<file path="config.mk">
export PLATFORM = sky130hd
export DESIGN_NAME = multicycle_controller
export DESIGN_NICKNAME = d
export VERILOG_FILES = /design/src/rtl/multicycle_controller.sv
export SDC_FILE = /design/constraint.sdc
export NUM_CORES = 1
export LEC_CHECK = 0
export CAP_MARGIN = 15
export CORE_ASPECT_RATIO = 0.6
export CORE_MARGIN = 10
export CORE_UTILIZATION = 30
export CTS_BUF_LIST = sky130_fd_sc_hd__clkbuf_8
export CTS_CLUSTER_DIAMETER = 40
export DETAILED_ROUTE_END_ITERATION = 8
export MAX_ROUTING_LAYER = met4
export PLACE_DENSITY = 0.65
export RECOVER_POWER = 50
export SYNTH_ARGS = -nofsm -noshare
export SYNTH_HDL_FRONTEND = slang
export SYNTH_SLANG_ARGS = --single-unit
</file>
<file path="constraint.sdc">
create_clock -name clk -period 1.16 [get_ports clk]
set_input_delay 0.232 -clock clk [delete_from_list [all_inputs] [get_ports clk]]
set_output_delay 0.232 -clock clk [all_outputs]
set_load 0.05 [all_outputs]
</file>
<file path="src/rtl/multicycle_controller.sv">
// Control FSM for a shared-memory multi-cycle RV32I datapath (lw, sw, R/I-type, beq, jal).
// Outputs decode from the registered state; mem_ready/zero qualify a few enables in-cycle.
module multicycle_controller #(
  parameter int STATE_W = 4
) (
  input  logic               clk,
  input  logic               reset,
  input  logic [6:0]         op,
  input  logic               zero,
  input  logic               mem_ready,
  output logic               mem_req,
  output logic               memwrite,
  output logic               adrsrc,
  output logic               irwrite,
  output logic               pcwrite,
  output logic               regwrite,
  output logic [1:0]         alusrca,
  output logic [1:0]         alusrcb,
  output logic [1:0]         aluop,
  output logic [1:0]         resultsrc,
  output logic [1:0]         immsrc,
  output logic               retire,
  output logic               illegal,
  output logic [STATE_W-1:0] dbg_state
);

  localparam logic [6:0] OP_LW   = 7'b0000011;
  localparam logic [6:0] OP_SW   = 7'b0100011;
  localparam logic [6:0] OP_R    = 7'b0110011;
  localparam logic [6:0] OP_I    = 7'b0010011;
  localparam logic [6:0] OP_BEQ  = 7'b1100011;
  localparam logic [6:0] OP_JAL  = 7'b1101111;

  typedef enum logic [STATE_W-1:0] {
    S_FETCH    = STATE_W'(0),
    S_DECODE   = STATE_W'(1),
    S_MEMADR   = STATE_W'(2),
    S_MEMREAD  = STATE_W'(3),
    S_MEMWB    = STATE_W'(4),
    S_MEMWRITE = STATE_W'(5),
    S_EXECR    = STATE_W'(6),
    S_EXECI    = STATE_W'(7),
    S_JAL      = STATE_W'(8),
    S_ALUWB    = STATE_W'(9),
    S_BEQ      = STATE_W'(10),
    S_TRAP     = STATE_W'(11)
  } state_e;

  state_e state_q, state_d;
  logic   illegal_q;

  always_ff @(posedge clk) begin
    if (reset) begin
      state_q   <= S_FETCH;
      illegal_q <= 1'b0;
    end else begin
      state_q <= state_d;
      if (state_q == S_DECODE && state_d == S_TRAP) illegal_q <= 1'b1;
    end
  end

  always_comb begin
    state_d = S_FETCH;
    case (state_q)
      S_FETCH:    state_d = mem_ready ? S_DECODE : S_FETCH;
      S_DECODE: begin
        case (op)
          OP_LW, OP_SW: state_d = S_MEMADR;
          OP_R:         state_d = S_EXECR;
          OP_I:         state_d = S_EXECI;
          OP_BEQ:       state_d = S_BEQ;
          OP_JAL:       state_d = S_JAL;
          default:      state_d = S_TRAP;
        endcase
      end
      S_MEMADR:   state_d = (op == OP_LW) ? S_MEMREAD : S_MEMWRITE;
      S_MEMREAD:  state_d = mem_ready ? S_MEMWB : S_MEMREAD;
      S_MEMWB:    state_d = S_FETCH;
      S_MEMWRITE: state_d = mem_ready ? S_FETCH : S_MEMWRITE;
      S_EXECR,
      S_EXECI,
      S_JAL:      state_d = S_ALUWB;
      S_ALUWB,
      S_BEQ:      state_d = S_FETCH;
      S_TRAP:     state_d = S_TRAP;
      default:    state_d = S_FETCH;
    endcase
  end

  logic req_c, mw_c, irw_c, pcupd_c, branch_c, rw_c, ret_c;

  always_comb begin
    req_c     = 1'b0;
    mw_c      = 1'b0;
    irw_c     = 1'b0;
    pcupd_c   = 1'b0;
    branch_c  = 1'b0;
    rw_c      = 1'b0;
    ret_c     = 1'b0;
    adrsrc    = 1'b0;
    alusrca   = 2'b00;
    alusrcb   = 2'b00;
    aluop     = 2'b00;
    resultsrc = 2'b00;
    case (state_q)
      S_FETCH: begin
        req_c     = 1'b1;
        alusrcb   = 2'b10;
        resultsrc = 2'b10;
        irw_c     = mem_ready;
        pcupd_c   = mem_ready;
      end
      // DECODE precomputes oldPC + imm as the branch/jump target.
      S_DECODE: begin
        alusrca = 2'b01;
        alusrcb = 2'b01;
      end
      S_MEMADR: begin
        alusrca = 2'b10;
        alusrcb = 2'b01;
      end
      S_MEMREAD: begin
        req_c  = 1'b1;
        adrsrc = 1'b1;
      end
      S_MEMWB: begin
        resultsrc = 2'b01;
        rw_c      = 1'b1;
        ret_c     = 1'b1;
      end
      S_MEMWRITE: begin
        req_c  = 1'b1;
        mw_c   = 1'b1;
        adrsrc = 1'b1;
        ret_c  = mem_ready;
      end
      S_EXECR: begin
        alusrca = 2'b10;
        aluop   = 2'b10;
      end
      S_EXECI: begin
        alusrca = 2'b10;
        alusrcb = 2'b01;
        aluop   = 2'b10;
      end
      S_JAL: begin
        alusrca = 2'b01;
        alusrcb = 2'b10;
        pcupd_c = 1'b1;
      end
      S_ALUWB: begin
        rw_c  = 1'b1;
        ret_c = 1'b1;
      end
      S_BEQ: begin
        alusrca  = 2'b10;
        aluop    = 2'b01;
        branch_c = 1'b1;
        ret_c    = 1'b1;
      end
      default: ;
    endcase
  end

  always_comb begin
    case (op)
      OP_SW:   immsrc = 2'b01;
      OP_BEQ:  immsrc = 2'b10;
      OP_JAL:  immsrc = 2'b11;
      default: immsrc = 2'b00;
    endcase
  end

  // Reset blanks every side-effecting enable in the same cycle it is high.
  assign mem_req   = req_c & ~reset;
  assign memwrite  = mw_c & ~reset;
  assign irwrite   = irw_c & ~reset;
  assign pcwrite   = (pcupd_c | (branch_c & zero)) & ~reset;
  assign regwrite  = rw_c & ~reset;
  assign retire    = ret_c & ~reset;
  assign illegal   = illegal_q;
  assign dbg_state = state_q;

endmodule

</file>
==> metrics.cfg, run 1 <==
[run_status]
status = aborted with a tool error
error_line = [ERROR DPL-0033] detailed placement checks failed during check placement.
stop_stage = clock tree synthesis (4_1_cts)

[clock_network]
cts_buffers = 3
htreeDepth = 1
cts_setup_buffers = 16
root_buffer = clkbuf_8
cts_buffer_depth = 2
cts_sinks = 5
cts_resized = 64
holdBufCountCts = 0

[placement]
place.detailed.hpwl_um = 2720
numPortBuffers = 32
dpl_cell_area_sq_um = 1760
place_congestion = 0.830

[synth]
synth.most_common_cell = nor2_1
ys_seq_area_share_pct = 15.2
synth_seq_cells = 5
synth.cell_area_sq_um = 657
synthFlopType = dfxtp_1
syn_nets = 103
yosys.area.top_type_share_pct = 15.2
synth_commonest_cells = nor2_1, nand2b_1, a21oi_1
synthCells = 92
ys_types = 37
synth_area_leaders = dfxtp_1, nand2b_1, nor2_1
yosysWarningCount = 0
synthArstFlopShare_pct = 0
synth_edf_count = 0
syn_avg_cell_area_sq_um = 7.14
yosysTopAreaCell = dfxtp_1

[die]
initial_core_util_pct = 30.8
die_w_um = 80.4
io_pins = 33
row_count = 13
die_h_um = 56.2

per-stage QoR:
stage	cells	hold WS (ns)	setup TNS, ns	util [%]	worst slack (ns)
detailed placement	189	0.513	-8.79	82.7	-0.732
global placement	189	0.513	-8.08	82.7	-0.695
floorplan	92	0.386	-7.03	-	-1.11
cell families after synthesis:
family	count (synthesis)	share of synthesized area (%)
simple gates	52	45.7
compound gates	21	23.2
buf+inv	9	8.76
mux	2	3.05
flops	5	15.2
xor+xnor	3	4.00
==> inputs of run 2 (changes only) <==
Settings changed: CORE_AREA from default to 10 10 71 73, CORE_ASPECT_RATIO 0.6 to default, CORE_MARGIN 10 to default, CORE_UTILIZATION 30 to default, CTS_BUF_LIST sky130_fd_sc_hd__clkbuf_8 to default, CTS_CLUSTER_DIAMETER 40 to default, DIE_AREA from default to 0 0 81 83, MAX_ROUTING_LAYER met4 to default, PLACE_DENSITY 0.65 to default, PLACE_DENSITY_LB_ADDON from default to 0.15.
Clock period 1.16 ns to 1.5 ns, I/O delays scaled along.
==> run 2 against run 1 <==
Effect of this change: the flow now finishes, with violations (negative setup slack); synthesized cell count is the same; synthesized area stayed put.
==> metrics.cfg, run 2 <==
[run_status]
status = finished with violations
violations = negative setup slack

[drt]
met3_length_um = 224
ant_nets = 0
wl_per_cell_um = 14.0
highest_layer = met4
drt-initial-drc-count = 54
drc = 0
drt_pass1_iterations = 4
viasPerCell = 4.52
wl_met1_um = 1140
routed_wl_um = 3160
met2_length_um = 1780
vias = 1018

[synth]
synthArstFlopShare_pct = 0
synth_commonest_cells = nor2_1, nand2b_1, a21oi_1
syn_nets = 103
synthCells = 92
synth_area_leaders = dfxtp_1, nand2b_1, nor2_1
yosysTopAreaCell = dfxtp_1
synth_top_family_by_area = simple AND/OR/NAND/NOR gates
synthXorXnorAreaFrac_pct = 4.00
synth_edf_count = 0
synth.cell_area_sq_um = 657
yosysWarningCount = 0
synth_seq_cells = 5
synthMuxAreaShare_pct = 3.05
yosys.area.top_type_share_pct = 15.2
syn_avg_cell_area_sq_um = 7.14
synth.most_common_cell = nor2_1
synthSimpleGateAreaFrac_pct = 45.7
synthFlopType = dfxtp_1
synth_compound_area_share_pct = 23.2
synth_adder_area_share_pct = 0
ys_seq_area_share_pct = 15.2
ys_types = 37

[timing]
clock-skew-final_ns = 0.00170
fin_ws_ns = -0.195
setup-tns-final_ns = -1.72
fin_crit_ns = 1.69
rsz0062_at_grt = true
post-route-period-util_pct = 113
hold_viol = 0
setup_viol = 16
worst_slew_margin_rel_pct = 65.9
max_freq_mhz = 590
maxSlewViolCount = 0
worstMarginPinSlew_ns = 0.511

[layout]
final_cells = 225
antenna_cells = 0
postLayoutCoreUtil_pct = 57.4
nNetsFinal = 189
layout-drive-gt1-share_pct = 77.4
postLayoutCellArea_sq_um = 2090
final_common_cell = buf_4
final_cell_mix = buf_4, buf_12, buf_6
syn_to_final_growth_pct = 218
largest_reg_flops = 4

[clock_network]
cts_buffers = 3
htreeDepth = 1
root_buffer = clkbuf_8
cts.clk_slew.worst_paths_ns = 0.03
cts_sinks = 5
cts_buffer_depth = 2
cts_tree = built
insertion_delay_ns = 0.22

[global_route]
grt_pass1_vias = 1105
grt_usage_pct = 9.12
antenna_found_initial = 0
grt-ovfl-total = 0
grt_max_degree = 9
grt_pass1_wl_um = 5160

[die]
die_h_um = 83
io_pins = 33
initial_core_util_pct = 18.1
row_count = 22
core_area_sq_um = 3630
die_area_sq_um = 6720
die_w_um = 81

[placement]
place.detailed.hpwl_um = 2350
placed_cells = 198
numPortBuffers = 32
dpl_cell_area_sq_um = 1660
place_congestion = 0.793

[power_and_ir_drop]
max-vdd-ir-drop_uv = 681
p_per_area_nw_per_um2 = 1700
cellLeakagePower_uw = 0.000876

[worst_setup_path]
r2r_cells = 7
critical_path_class = flop to primary output
cp_max_fo = 7
cp-end-kind = primary output
cp_data_arrival_time_ns = 1.39
crit_path_start_kind = flop
crit_required_ns = 1.20

[flow_run]
drv_cap = 0

[worst_hold_path]
whs_path_depth = 2
hold_path.class = flop to flop

==> run 2: cell counts after synthesis <==
Identical to the previous run, type by type.
==> run 2: where the power goes <==
group | internal (uW) | switching [uW] | leakage (uW)
logic | 1600 | 1420 | 0.000809
registers | 193 | 96.8 | 0.0000438
clock network | 182 | 61.3 | 0.0000228
total | 1970 | 1580 | 0.000876
==> run 2: cells by family after synthesis <==
group,Yosys count
simple gates,52
compound gates,21
buf+inv,9
flops,5
xor+xnor,3
mux,2
==> run 2: routing by layer <==
| layer | GRT usage [%] | vias to the layer above |
|---|---|---|
| met2 | 16.8 | 36 |
| met3 | 2.80 | 3 |
| met5 | 0 | - |
| met1 | 9.63 | 480 |
| met4 | 2.03 | 0 |
| li1 | - | 499 |
==> run 2: what timing repair did <==
item | 4_1_cts | 5_1_grt
setup buffers | 17 | 8
hold buffers | 0 | 0
gates resized for setup | 63 | 12
pin swaps | 17 | 21
cloned | 1 | 0
setup endpoints to repair | 20 | 20
==> run 2: metrics by stage <==
step                hold slack (ns)  total power (uW)  worst slack (ns)
CTS                           0.528              3510            -0.226
global route                  0.528              3740            -0.313
detailed placement            0.554              2790            -0.506
global placement              0.536              2780            -0.473
finish                        0.496              3550            -0.195
floorplan                     0.456              1710            -0.834
==> run 2: final timing paths <==
path,from,end,slack (ns)
hold reg to reg,illegal,illegal,0.50
setup reg to reg,dbg_state[3],dbg_state[1],0.04
setup / recovery,dbg_state[0],alusrcb[0],-0.19
hold / removal,illegal,illegal,0.50
==> run 2: layout make-up <==
cell class,instances,area [sq um]
fill,311,1550
clock buffer,4,45.0
tap,48,60.1
sequential,5,115
timing repair buffer,87,1030
inverter,3,11.3
multi-input combinational,78,828
==> run 2: worst max-delay path, cell delays in order (launching register included) <==
cell	delay (ns)
dfxtp_4	0.38
xnor2_2	0.14
and2b_2	0.23
a211oi_4	0.25
buf_12	0.17
Power figures use the tool's default switching activity.
==> inputs of run 3 (changes only) <==
Settings changed: CORE_AREA 10 10 71 73 to 2 2 63 65, CTS_BUF_LIST from default to sky130_fd_sc_hd__clkbuf_8, DIE_AREA 0 0 81 83 to 0 0 65 67.
==> run 3 against run 2 <==
Effect of this change: the run still ends with negative setup slack left; clock power shrank 4%; total power shrank 5.4%; via count shrank 6.1%; sequential power shrank 3%; global-route usage grew 3.3 points; sequential share of layout area grew 0.32 points; die area shrank 35%; first-iteration DRC count shrank 74%; largest cell class unchanged.
==> metrics.cfg, run 3 (synthesis results as in run 2) <==
[worst_hold_path]
min_from = illegal
min_to = illegal
whs_path_depth = 2
hold_path.class = flop to flop

[die]
die_h_um = 67
die_area_sq_um = 4360
core_area_sq_um = 3610
initial_core_util_pct = 18.2
die_w_um = 65
row_count = 22
io_pins = 33

[worst_setup_path]
cp_data_arrival_time_ns = 1.41
crit_required_ns = 1.20
rr_startpoint = dbg_state[2]
r2r_cells = 6
timing.rr.end = illegal
cp_max_fo = 6
critical_path_class = flop to primary output
cp-end-kind = primary output
crit_path_start_kind = flop
reg2reg_slack_ns = 0
slowest_delay_ns = 0.39
slowest_stage = dfxtp_4
worstPathCellList = buf_4 -> nand2b_4 -> a21o_1 -> a21oi_1 -> nor2_1 -> nor2_4 -> buf_12

[placement]
numPortBuffers = 32
placed_cells = 199
place.detailed.hpwl_um = 2110
place_congestion = 0.811

[timing]
setup-tns-final_ns = -1.84
setup_viol = 15
hold_viol = 0
clock-skew-final_ns = 0.000856
worst_slew_margin_rel_pct = 66.7
max_freq_mhz = 584
fin_crit_ns = 1.71
post-route-period-util_pct = 114
maxSlewViolCount = 0
worstMarginPinSlew_ns = 0.499
rsz0062_at_grt = true
fin_ws_ns = -0.212

[clock_network]
insertion_delay_ns = 0.22
cts_buffer_depth = 2
root_buffer = clkbuf_8
cts_sinks = 5
htreeDepth = 1
cts_buffers = 3
cts_tree = built
cts.clk_slew.worst_paths_ns = 0.03

[global_route]
grt_pass1_wl_um = 4310
grt_pass1_vias = 999
grt_usage_pct = 12.5
grt-ovfl-total = 0
grt_max_degree = 13
antenna_found_initial = 0

[layout]
layout-drive-gt1-share_pct = 71.6
n_fill_cell = 319
final_common_cell = buf_4
largest_reg_flops = 4
final_cells = 217
antenna_cells = 0
nNetsFinal = 181
final_cell_mix = buf_4, buf_12, buf_6
syn_to_final_growth_pct = 200

[run_status]
violations = negative setup slack
status = finished with violations

[power_and_ir_drop]
cellLeakagePower_uw = 0.000812
max-vdd-ir-drop_uv = 659
p_per_area_nw_per_um2 = 1700

[drt]
ant_nets = 0
wl_per_cell_um = 12.2
viasPerCell = 4.41
drc = 0
drt-initial-drc-count = 14
drt_pass1_iterations = 2
vias = 956
routed_wl_um = 2660

[flow_run]
drv_cap = 0

-- run 3: cell types whose count changed in the layout (fill, tap and decap cells not counted), sizes merged --
cell,previous run,this run
inv,3,4
buf,80,73
clkdlybuf4s15,0,1
clkbuf,5,3
bufbuf,1,0
-- run 3: worst max path at each step --
stage | start | endpoint | slack, ns | cells past startpoint
after floorplan | dbg_state[2] | pcwrite | -0.83 | 3
after global placement | op[2] | immsrc[0] | -0.47 | 4
after detailed placement | op[2] | immsrc[0] | -0.49 | 4
after CTS | op[0] | immsrc[0] | -0.22 | 5
after global routing | dbg_state[2] | irwrite | -0.30 | 4
final | dbg_state[2] | retire | -0.21 | 7
-- run 3: routing by layer --
| layer | GRT usage, % | vias to the layer above | wire, um |
|---|---|---|---|
| li1 | - | 478 | - |
| met1 | 13.1 | 452 | 1000 |
| met2 | 25.9 | 26 | 1540 |
| met3 | 2.20 | 0 | 113 |
| met4 | 1.60 | 0 | 0 |
| met5 | 0 | - | 0 |
-- run 3: critical path, delay by kind of cell, from the launching register on --
kind                   cells  cell delay [ns]
DFF                        1             0.39
and+or+nand+nor            3             0.24
buffers and inverters      2             0.28
AOI/OAI and AO/OA          2             0.28
-- run 3: per-stage QoR --
stage | instance area, sq um | setup WS (ns) | utilization [%] | hold WS (ns) | power [uW]
floorplan | 885 | -0.834 | - | 0.456 | 1710
global placement | 1670 | -0.471 | 46.2 | 0.536 | 2770
detailed placement | 1670 | -0.495 | 46.2 | 0.535 | 2780
CTS | 1890 | -0.222 | 52.3 | 0.535 | 3260
global route | 1970 | -0.301 | 54.7 | 0.526 | 3530
finish | 1970 | -0.212 | 54.7 | 0.493 | 3360
-- run 3: timing repair --
action / CTS / global route
resized for setup: 53 / 11
setup buffers: 9 / 7
endpoints found under the setup margin: 20 / 18
hold buffers: 0 / 0
pin swaps: 11 / 5
hold endpoints to repair: 0 / 0
-- run 3: power by group --
part	internal (uW)	switching, uW
clock network	175	59.3
registers	193	87.7
logic	1460	1380
total	1830	1530
-- run 3: layout make-up --
type / instances / area (sq um) / share of cell area [%]
Timing Repair Buffer: 79 / 955 / 48.4
Inverter: 3 / 11.3 / 0.571
Multi-Input combinational cell: 78 / 787 / 39.9
Clock inverter: 1 / 3.75 / 0.190
Tap cell: 48 / 60.1 / 3.04
Clock buffer: 3 / 41.3 / 2.09
Sequential cell: 5 / 115 / 5.83
==> inputs of run 4 (changes only) <==
Settings changed: GPL_ROUTABILITY_DRIVEN from default to 0.
==> results of run 4 <==
Same layout as run 3: the final DEF is identical, and so are final timing and power.
